--- src/rtl/ex_stage.sv ---
// Execute stage: operand forwarding, ALU, an iterative shift-add multiplier and
// the EX/MEM pipeline register. The multiplier holds the upstream stages via Ex_Stall.
module ex_stage #(
    parameter int width      = 32,
    parameter int MUL_CYCLES = 32
) (
    input  logic             CLK,
    input  logic             RST,
    input  logic             IdEx_RegDst,
    input  logic             IdEx_Branch,
    input  logic             IdEx_MemRead,
    input  logic             IdEx_MemtoReg,
    input  logic             IdEx_MemWrite,
    input  logic             IdEx_ALU_Src,
    input  logic             IdEx_RegWrite,
    input  logic [1:0]       IdEx_Alu_Op,
    input  logic [width-1:0] IdEx_DataRs,
    input  logic [width-1:0] IdEx_DataRt,
    input  logic [31:0]      IdEx_IMM_EX,
    input  logic [4:0]       IdEx_AddrRt,
    input  logic [4:0]       IdEx_AddrRd,
    input  logic [width-1:0] MemWbFwdData,
    input  logic [1:0]       Fwd_Rs,
    input  logic [1:0]       Fwd_Rt,
    input  logic             Flush,
    output logic             Ex_Stall,
    output logic             ExMem_Branch,
    output logic             ExMem_MemRead,
    output logic             ExMem_MemtoReg,
    output logic             ExMem_MemWrite,
    output logic             ExMem_RegWrite,
    output logic             ExMem_Zero,
    output logic [width-1:0] ExMem_AluResult,
    output logic [width-1:0] ExMem_StoreData,
    output logic [4:0]       ExMem_AddrRegWr,
    output logic             Dbg_MulBusy
);
    localparam int CW = $clog2(MUL_CYCLES);
    localparam logic [CW-1:0] CNT_LAST = CW'(MUL_CYCLES - 1);

    typedef enum logic {S_IDLE = 1'b0, S_MUL = 1'b1} state_t;

    state_t           state_q;
    logic [CW-1:0]    cnt_q;
    logic [width-1:0] acc_q, mcand_q, mplier_q;

    logic [width-1:0] op_a, op_bf, op_b, imm_w, alu_res, acc_d, result_d;
    logic [5:0]       funct;
    logic [4:0]       shamt;
    logic             mult_det, mul_last;

    assign imm_w = width'(IdEx_IMM_EX);
    assign funct = IdEx_IMM_EX[5:0];
    assign shamt = IdEx_IMM_EX[10:6];

    // Fwd=10 selects the registered EX/MEM result, so there is no combinational loop.
    always_comb begin
        case (Fwd_Rs)
            2'b01:   op_a = MemWbFwdData;
            2'b10:   op_a = ExMem_AluResult;
            default: op_a = IdEx_DataRs;
        endcase
        case (Fwd_Rt)
            2'b01:   op_bf = MemWbFwdData;
            2'b10:   op_bf = ExMem_AluResult;
            default: op_bf = IdEx_DataRt;
        endcase
    end

    assign op_b = IdEx_ALU_Src ? imm_w : op_bf;

    always_comb begin
        alu_res = '0;
        case (IdEx_Alu_Op)
            2'b00: alu_res = op_a + op_b;
            2'b01: alu_res = op_a - op_b;
            2'b11: alu_res = op_a | op_b;
            default: begin
                case (funct)
                    6'h20:   alu_res = op_a + op_b;
                    6'h22:   alu_res = op_a - op_b;
                    6'h24:   alu_res = op_a & op_b;
                    6'h25:   alu_res = op_a | op_b;
                    6'h2A:   alu_res = {{(width-1){1'b0}}, ($signed(op_a) < $signed(op_b))};
                    6'h00:   alu_res = op_bf << shamt;
                    default: alu_res = '0;
                endcase
            end
        endcase
    end

    assign mult_det = (IdEx_Alu_Op == 2'b10) && (funct == 6'h18) && IdEx_RegWrite;
    assign mul_last = (state_q == S_MUL) && (cnt_q == CNT_LAST);
    assign acc_d    = mplier_q[0] ? (acc_q + mcand_q) : acc_q;
    assign result_d = mul_last ? acc_d : alu_res;

    // Ex_Stall high: IF/ID and ID/EX must hold; EX/MEM takes a bubble that cycle.
    // It is dropped on the last multiply iteration so the mult retires with its controls.
    assign Ex_Stall = !RST && !Flush &&
                      (((state_q == S_IDLE) && mult_det) ||
                       ((state_q == S_MUL) && (cnt_q != CNT_LAST)));

    assign Dbg_MulBusy = (state_q == S_MUL);

    always_ff @(posedge CLK or posedge RST) begin
        if (RST) begin
            state_q         <= S_IDLE;
            cnt_q           <= '0;
            acc_q           <= '0;
            mcand_q         <= '0;
            mplier_q        <= '0;
            ExMem_Branch    <= 1'b0;
            ExMem_MemRead   <= 1'b0;
            ExMem_MemtoReg  <= 1'b0;
            ExMem_MemWrite  <= 1'b0;
            ExMem_RegWrite  <= 1'b0;
            ExMem_Zero      <= 1'b0;
            ExMem_AluResult <= '0;
            ExMem_StoreData <= '0;
            ExMem_AddrRegWr <= '0;
        end else begin
            case (state_q)
                S_IDLE: begin
                    if (mult_det && !Flush) begin
                        acc_q    <= '0;
                        mcand_q  <= op_a;
                        mplier_q <= op_bf;
                        cnt_q    <= '0;
                        state_q  <= S_MUL;
                    end
                end
                S_MUL: begin
                    if (Flush) begin
                        state_q <= S_IDLE;
                    end else begin
                        acc_q    <= acc_d;
                        mcand_q  <= mcand_q << 1;
                        mplier_q <= mplier_q >> 1;
                        cnt_q    <= cnt_q + CW'(1);
                        if (cnt_q == CNT_LAST) state_q <= S_IDLE;
                    end
                end
                default: state_q <= S_IDLE;
            endcase

            if (Flush || Ex_Stall) begin
                ExMem_Branch   <= 1'b0;
                ExMem_MemRead  <= 1'b0;
                ExMem_MemtoReg <= 1'b0;
                ExMem_MemWrite <= 1'b0;
                ExMem_RegWrite <= 1'b0;
            end else begin
                ExMem_Branch    <= IdEx_Branch;
                ExMem_MemRead   <= IdEx_MemRead;
                ExMem_MemtoReg  <= IdEx_MemtoReg;
                ExMem_MemWrite  <= IdEx_MemWrite;
                ExMem_RegWrite  <= IdEx_RegWrite;
                ExMem_Zero      <= (result_d == '0);
                ExMem_AluResult <= result_d;
                ExMem_StoreData <= op_bf;
                ExMem_AddrRegWr <= IdEx_RegDst ? IdEx_AddrRd : IdEx_AddrRt;
            end
        end
    end
endmodule

--- config.mk ---
export PLATFORM = sky130hd
export DESIGN_NAME = ex_stage
export DESIGN_NICKNAME = d
export VERILOG_FILES = /design/src/rtl/ex_stage.sv
export SDC_FILE = /design/constraint.sdc
export NUM_CORES = 1
export LEC_CHECK = 0
export BUFFER_PORTS_ARGS = -buffer_cell sky130_fd_sc_hd__buf_2
export CAP_MARGIN = 20
export CORE_UTILIZATION = 50
export DETAILED_ROUTE_END_ITERATION = 6
export PLACE_DENSITY = 0.69
export SYNTH_ARGS = -nofsm -noshare
export SYNTH_HDL_FRONTEND = slang
export SYNTH_SLANG_ARGS = --single-unit
--- constraint.sdc ---
create_clock -name CLK -period 7.5 [get_ports CLK]
set_clock_uncertainty 0.05 [all_clocks]
set_input_delay 1.875 -clock CLK [delete_from_list [all_inputs] [get_ports CLK]]
set_output_delay 1.875 -clock CLK [all_outputs]
set_load 0.005 [all_outputs]
==> flow_metrics.py, run 1 <==
metrics = {
    "setup_path": {
        "crit_family": "compound AO/OA/AOI/OAI gates",
        "slowest_delay_ns": 0.81,
        "end_kind": "register",
        "cp_slowest_cell": "o21ai_0",
        "crit_path_frequent_cell": "buf_4",
        "cp.buffers_inverters": 6,
        "required_ns": 7.87,
        "path_max_fanout": 23,
        "critPathKind": "in2reg",
        "cp_cell_sequence": "buf_2, inv_1, ha_1, buf_12, a22oi_1, o21ai_0, ha_1, nor2_1, nand2_1, a2111oi_0, buf_4, or4_1, o21a_1, o21ai_0, xnor2_1, o221ai_1, o22ai_1, buf_4, nand2_1, a211oi_1, buf_4, a32o_1",
        "startpoint_type": "input port",
        "crit_arrival_ns": 7.61,
    },
    "timing": {
        "tightest_slew_ns": 1.13,
        "tns_ns": 0,
        "final_max_slew_viol_count": 0,
        "final-setup-viol-count": 0,
        "rsz0062_at_grt": "no",
        "timing.fmax_mhz": 138,
        "slew_headroom_pct": 24.8,
        "period_share_pct": 96.5,
        "fin_crit_ns": 7.24,
        "final-hold-violation-count": 0,
    },
    "layout": {
        "nets": 3052,
        "design_area_sq_um": 22100,
        "layout-area-overhead-vs-synth_pct": 15.5,
        "multi_input_area_sq_um": 13500,
        "antennaDiodeCount": 0,
        "drive_gt1_share_pct": 18.0,
        "n_fill_cell": 3546,
        "regArea_sq_um": 4430,
    },
    "logic_synthesis": {
        "ys_async_sr_fraction_pct": 100,
        "synth_edf_count": 0,
        "synth.most_common_cell": "nand2_1",
        "synth_area_leaders": "dfrtp_1 (23%), ha_1 (9.1%), o21ai_0 (7.9%)",
        "synthCells": 2545,
        "synth_top_area_cell": "dfrtp_1",
        "ys.flop_type": "dfrtp_1",
        "yosys_warnings": 0,
        "ys_ff_latch": 177,
        "syn_area_sq_um": 19200,
        "ys_types": 88,
        "synth_nets": 2842,
        "postSynthAreaPerCell_sq_um": 7.53,
        "synthTopCellsByCount": "nand2_1 (354), o21ai_0 (302), a21oi_1 (197)",
        "yosysSeqAreaShare_pct": 23.1,
        "yosysTopAreaCellShare_pct": 23.1,
    },
    "global_routing": {
        "grt_max_degree": 101,
        "grt.total_usage_pct": 48.8,
        "grt_remaining_overflow": 0,
        "grt_pass1_vias": 21900,
        "grt_pass1_wl_mm": 140,
        "antenna_found_initial": 0,
    },
    "clocking": {
        "h-tree-depth": 4,
        "ctsHoldBuffers": 0,
        "cts_tree": "yes",
        "root_buffer": "clkbuf_16",
        "numClockSinks": 177,
        "cts_resized": 0,
        "clk_latency_ns": 0.50,
        "clk_path_buf_depth": 2,
        "numCtsBuffers": 17,
        "clk_pin_slew_ns": 0.08,
        "cts_setup_buffers": 0,
    },
    "die": {
        "die_w_microns": 198,
        "dieArea_sq_um": 39100,
        "core_area_sq_um": 37700,
        "rows": 71,
        "initial_core_util_pct": 50.9,
        "pin_count": 231,
        "die_height_microns": 198,
    },
    "place": {
        "place_congestion": 1.06,
        "io_buffers": 230,
        "dp.final_hpwl_mm": 73.9,
        "placed_cell_area_sq_um": 21400,
    },
    "drt": {
        "drc": 0,
        "drtPass1Iterations": 7,
        "wire_per_inst_microns": 29.3,
        "wl_mm": 96.1,
        "num_vias": 23000,
        "viasPerCell": 7.02,
        "drtIter0Drc": 3302,
        "detail-route-antenna-nets": 0,
    },
    "run_status": {
        "status": "complete, no violations",
    },
    "power": {
        "p_leak_nw": 9.96,
        "finalPower_mw": 4.33,
        "ir_worst_vdd_mv": 0.231,
        "p_per_area_nw_per_um2": 195,
    },
    "job": {
        "maxCapViolations": 0,
    },
    "hold_path": {
        "min_path_type": "reg2reg",
    },
}
[worst register-to-register path, cell delays in order, from the launching register on]
cell and delay (ns):
dfrtp_1 0.56, a22oi_1 0.17, mux2_2 0.30, o21ai_0 0.36, ha_1 0.27, inv_1 0.07
fa_1 0.46, nand2b_1 0.20, a211oi_1 0.35, o21ai_0 0.26, buf_4 0.22, mux2i_1 0.12
nor3_1 0.36, nand4_1 0.22, a22oi_1 0.19, nand4_1 0.18, a2111oi_0 0.47, buf_4 0.21
o2111ai_1 0.17, nor4_1 0.31, a32o_1 0.20
[layout make-up]
cell class | count | share of cell area [%]
tap | 511 | 2.89
multi-input combinational | 2050 | 61.2
clock buffer | 17 | 1.92
sequential | 177 | 20.0
clock inverter | 15 | 0.933
timing repair buffer | 380 | 10.8
inverter | 129 | 2.22
[per-layer routing]
metal  wire length [microns]  track usage, %
met2                   39800            71.2
met1                   35200            61.8
met3                   12300            11.8
met5                       0               0
met4                    8700            38.6
[path summary, 6_finish.rpt]
path / start / endpoint / slack, ns / depth (start not counted)
min: ExMem_StoreData[19] / ExMem_StoreData[19] / 0.44 / 2
max: Fwd_Rs[1] / ExMem_Zero / 0.26 / 22
max reg2reg: ExMem_AluResult[0] / ExMem_Zero / 1.75 / 20
min reg2reg: ExMem_StoreData[19] / ExMem_StoreData[19] / 0.44 / 2
min in group asynchronous: RST / acc_q[8] / 1.48 / 2
max in group asynchronous: RST / ExMem_StoreData[12] / 4.73 / 4
[where the power goes]
part | internal [mW] | switching [mW] | total [mW]
Clock | 0.467 | 0.513 | 0.980
Sequential | 1.04 | 0.110 | 1.15
Combinational | 0.796 | 1.40 | 2.19
[cells by family after synthesis]
| logic type | share of synthesized area (%) |
|---|---|
| buffers and inverters | 6.43 |
| AND/OR/NAND/NOR | 17.7 |
| AO/OA/AOI/OAI | 32.5 |
| XOR/XNOR | 3.06 |
| adder cells (fa/ha/maj) | 9.46 |
| flip-flops | 23.1 |
| multiplexers | 7.79 |
[sequential cells by signal, summed over array words and instances (netlist names)]
signal,count
ExMem_MemtoReg,1
ExMem_StoreData,32
ExMem_Branch,1
ExMem_AddrRegWr,5
ExMem_Zero,1
ExMem_AluResult,32
ExMem_MemRead,1
ExMem_MemWrite,1
mcand_q,32
mplier_q,32
acc_q,32
cnt_q,5
Dbg_MulBusy,1
ExMem_RegWrite,1
[stage by stage]
stage / hold slack (ns) / util, % / setup slack, ns / instances
2_1_floorplan: 0.395 / - / 0.444 / 2545
3_3_place_gp: 0.406 / 56.9 / 0.0543 / 3243
3_5_place_dp: 0.419 / 56.9 / 0.105 / 3244
4_1_cts: 0.440 / 58.6 / 0.553 / 3276
5_1_grt: 0.456 / 58.7 / 0.106 / 3279
6_report: 0.439 / 58.7 / 0.260 / 3279
[cells in the final DEF, fill, tap and decap left out, drive strengths merged, types with 28 or more instances in the layout]
master and instances:
inv 139, ha 140, nor2 160, a221o 40
o22ai 28, nand2 354, o21ai 310, mux2i 65
nor3 96, dfrtp 177, xnor2 49, buf 379
a21oi 197, nand3 48, o221ai 28, a22oi 103
Note: power is estimated with default switching activity, not from simulation.
==> run 2, diff against run 1 <==
==> constraint.sdc (replaced) <==
create_clock -name CLK -period 8.25 [get_ports CLK]
set_clock_uncertainty 0.05 [all_clocks]
set_input_delay 2.0625 -clock CLK [delete_from_list [all_inputs] [get_ports CLK]]
set_output_delay 2.0625 -clock CLK [all_outputs]
set_load 0.005 [all_outputs]
==> run 2 against run 1 <==
Effect of this change:
- worst hold slack worse by 0.0043 ns
- design area fell by 1.7%
- critical endpoint unchanged
- the run now ends with design-rule violations left
- die area is the same
- global-route usage is 1.3 points lower
- combinational power is 13% lower
- routed wire length decreased by 3.4%
==> flow_metrics.py, run 2 (synthesis results as in run 1) <==
metrics = {
    "clocking": {
        "numClockSinks": 177,
        "numCtsBuffers": 17,
        "cts_tree": "yes",
        "clk_path_buf_depth": 2,
        "cts_setup_buffers": 0,
        "cts_resized": 0,
        "root_buffer": "clkbuf_16",
        "ctsHoldBuffers": 0,
        "clk_pin_slew_ns": 0.08,
        "clk_latency_ns": 0.51,
        "h-tree-depth": 4,
    },
    "power": {
        "p_per_area_nw_per_um2": 177,
        "pwr-share-seq_pct": 27.3,
        "p_sw_mw": 1.82,
        "ir_worst_vdd_mv": 0.175,
        "p_leak_nw": 9.75,
        "intPower_mw": 2.05,
        "finalPower_mw": 3.86,
        "power_frac_clock_pct": 23.2,
        "swShare_pct": 47.0,
        "pwr-share-comb_pct": 49.4,
    },
    "drt": {
        "num_vias": 22500,
        "wl_mm": 92.8,
        "drc": 3,
        "drtPass1Iterations": 7,
        "drtIter0Drc": 3222,
        "viasPerCell": 6.94,
        "wire_per_inst_microns": 28.6,
        "detail-route-antenna-nets": 0,
    },
    "setup_path": {
        "required_ns": 8.63,
        "critPathKind": "in2reg",
        "rrSetupSlack_ns": 2.15,
        "end_kind": "register",
        "r2r-start": "ExMem_AluResult[0]",
        "reg2reg_depth": 20,
        "crit_arrival_ns": 8.37,
        "crit_start": "Fwd_Rt[0]",
        "path_max_fanout": 23,
        "r2r_end": "ExMem_Zero",
        "worstSetupEndpoint": "ExMem_Zero",
        "startpoint_type": "input port",
    },
    "hold_path": {
        "min_path_type": "reg2reg",
    },
    "layout": {
        "drive_gt1_share_pct": 16.9,
        "antennaDiodeCount": 0,
        "final_common_cell": "nand2_1",
        "layout-area-overhead-vs-synth_pct": 13.6,
        "final_cell_mix": "nand2_1 (352), o21ai_0 (302), buf_2 (230)",
        "final_util_pct": 57.8,
        "nets": 3015,
    },
    "die": {
        "dieArea_sq_um": 39100,
        "die_w_microns": 198,
        "core_area_sq_um": 37700,
        "rows": 71,
        "die_height_microns": 198,
        "pin_count": 231,
        "initial_core_util_pct": 50.9,
    },
    "timing": {
        "slew_headroom_pct": 23.4,
        "fin_ws_ns": 0.253,
        "rsz0062_at_grt": "no",
        "final-hold-violation-count": 0,
        "tns_ns": 0,
        "tightest_slew_ns": 1.14,
        "timing.fmax_mhz": 125,
        "final-setup-viol-count": 0,
        "fin_crit_ns": 8.00,
        "final_max_slew_viol_count": 0,
        "period_share_pct": 96.9,
    },
    "global_routing": {
        "grt_pass1_wl_mm": 136,
        "grt_max_degree": 121,
        "antenna_found_initial": 6,
        "grt_pass1_vias": 21200,
        "grt_remaining_overflow": 0,
        "grt.total_usage_pct": 47.5,
    },
    "place": {
        "io_buffers": 230,
        "dpl_worst_slack_ns": 0.0770,
        "place_congestion": 1.07,
        "dp.final_hpwl_mm": 70.8,
    },
    "job": {
        "maxCapViolations": 0,
    },
    "run_status": {
        "status": "finished with violations",
        "violations": "design-rule violations",
    },
}
==> run 2: final cells by class <==
type / instances / area [sq um]
fill: 3637 / 15900
multi-input combinational: 2050 / 13500
sequential: 177 / 4430
timing repair buffer: 343 / 2010
tap: 511 / 639
inverter: 129 / 492
clock buffer: 17 / 425
clock inverter: 15 / 218
==> run 2: per-layer routing <==
metal	up-vias	global-route usage (%)	part of all wire, %
met5	-	0	0.039
met1	10700	60.7	37
met3	361	11.0	13
li1	9722	-	-
met4	4	33.4	7.8
met2	1745	70.8	42
==> run 2: worst max-delay path, cell delays in order <==
cell and delay, ns:
buf_2 0.09, inv_1 0.04, ha_1 0.34, inv_2 0.12
buf_4 0.24, buf_4 0.37, mux2i_1 0.48, o21ai_0 0.19
ha_1 0.56, buf_4 0.23, nand2_1 0.05, o21ai_0 0.72
o2111a_1 0.40, a21boi_1 0.34, a21oi_1 0.19, buf_4 0.20
a22oi_1 0.26, xnor2_1 0.11, a221oi_1 0.44, a22oi_1 0.20
a2111oi_0 0.48, a32o_1 0.25
==> run 2: power groups by stage <==
stage / sequential, mW / clock, mW / combinational, mW
3_5_place_dp: 1.06 / 0 / 1.81
6_report: 1.06 / 0.897 / 1.91
4_1_cts: 1.05 / 0.898 / 1.82
5_1_grt: 1.06 / 0.926 / 2.01
3_3_place_gp: 1.06 / 0 / 1.80
2_1_floorplan: 1.03 / 0 / 1.11
==> run 2: stage by stage <==
stage                     std cells  hold WS, ns  cell area, sq um
after global placement         3210        0.407             21100
after CTS                      3242        0.440             21800
after detailed placement       3210        0.420             21100
after global routing           3242        0.461             21800
after floorplan                2545        0.395             19200
final                          3242        0.435             21800
==> run 2: how the worst min path moves through the flow <==
stage	start	endpoint	slack (ns)	depth (start not counted)
after floorplan	cnt_q[4]	cnt_q[4]	0.40	2
after global placement	cnt_q[4]	cnt_q[4]	0.41	2
after detailed placement	ExMem_StoreData[2]	ExMem_StoreData[2]	0.42	2
after CTS	mplier_q[14]	mplier_q[14]	0.44	2
after global routing	ExMem_StoreData[11]	ExMem_StoreData[11]	0.46	2
final	mplier_q[14]	mplier_q[14]	0.43	2
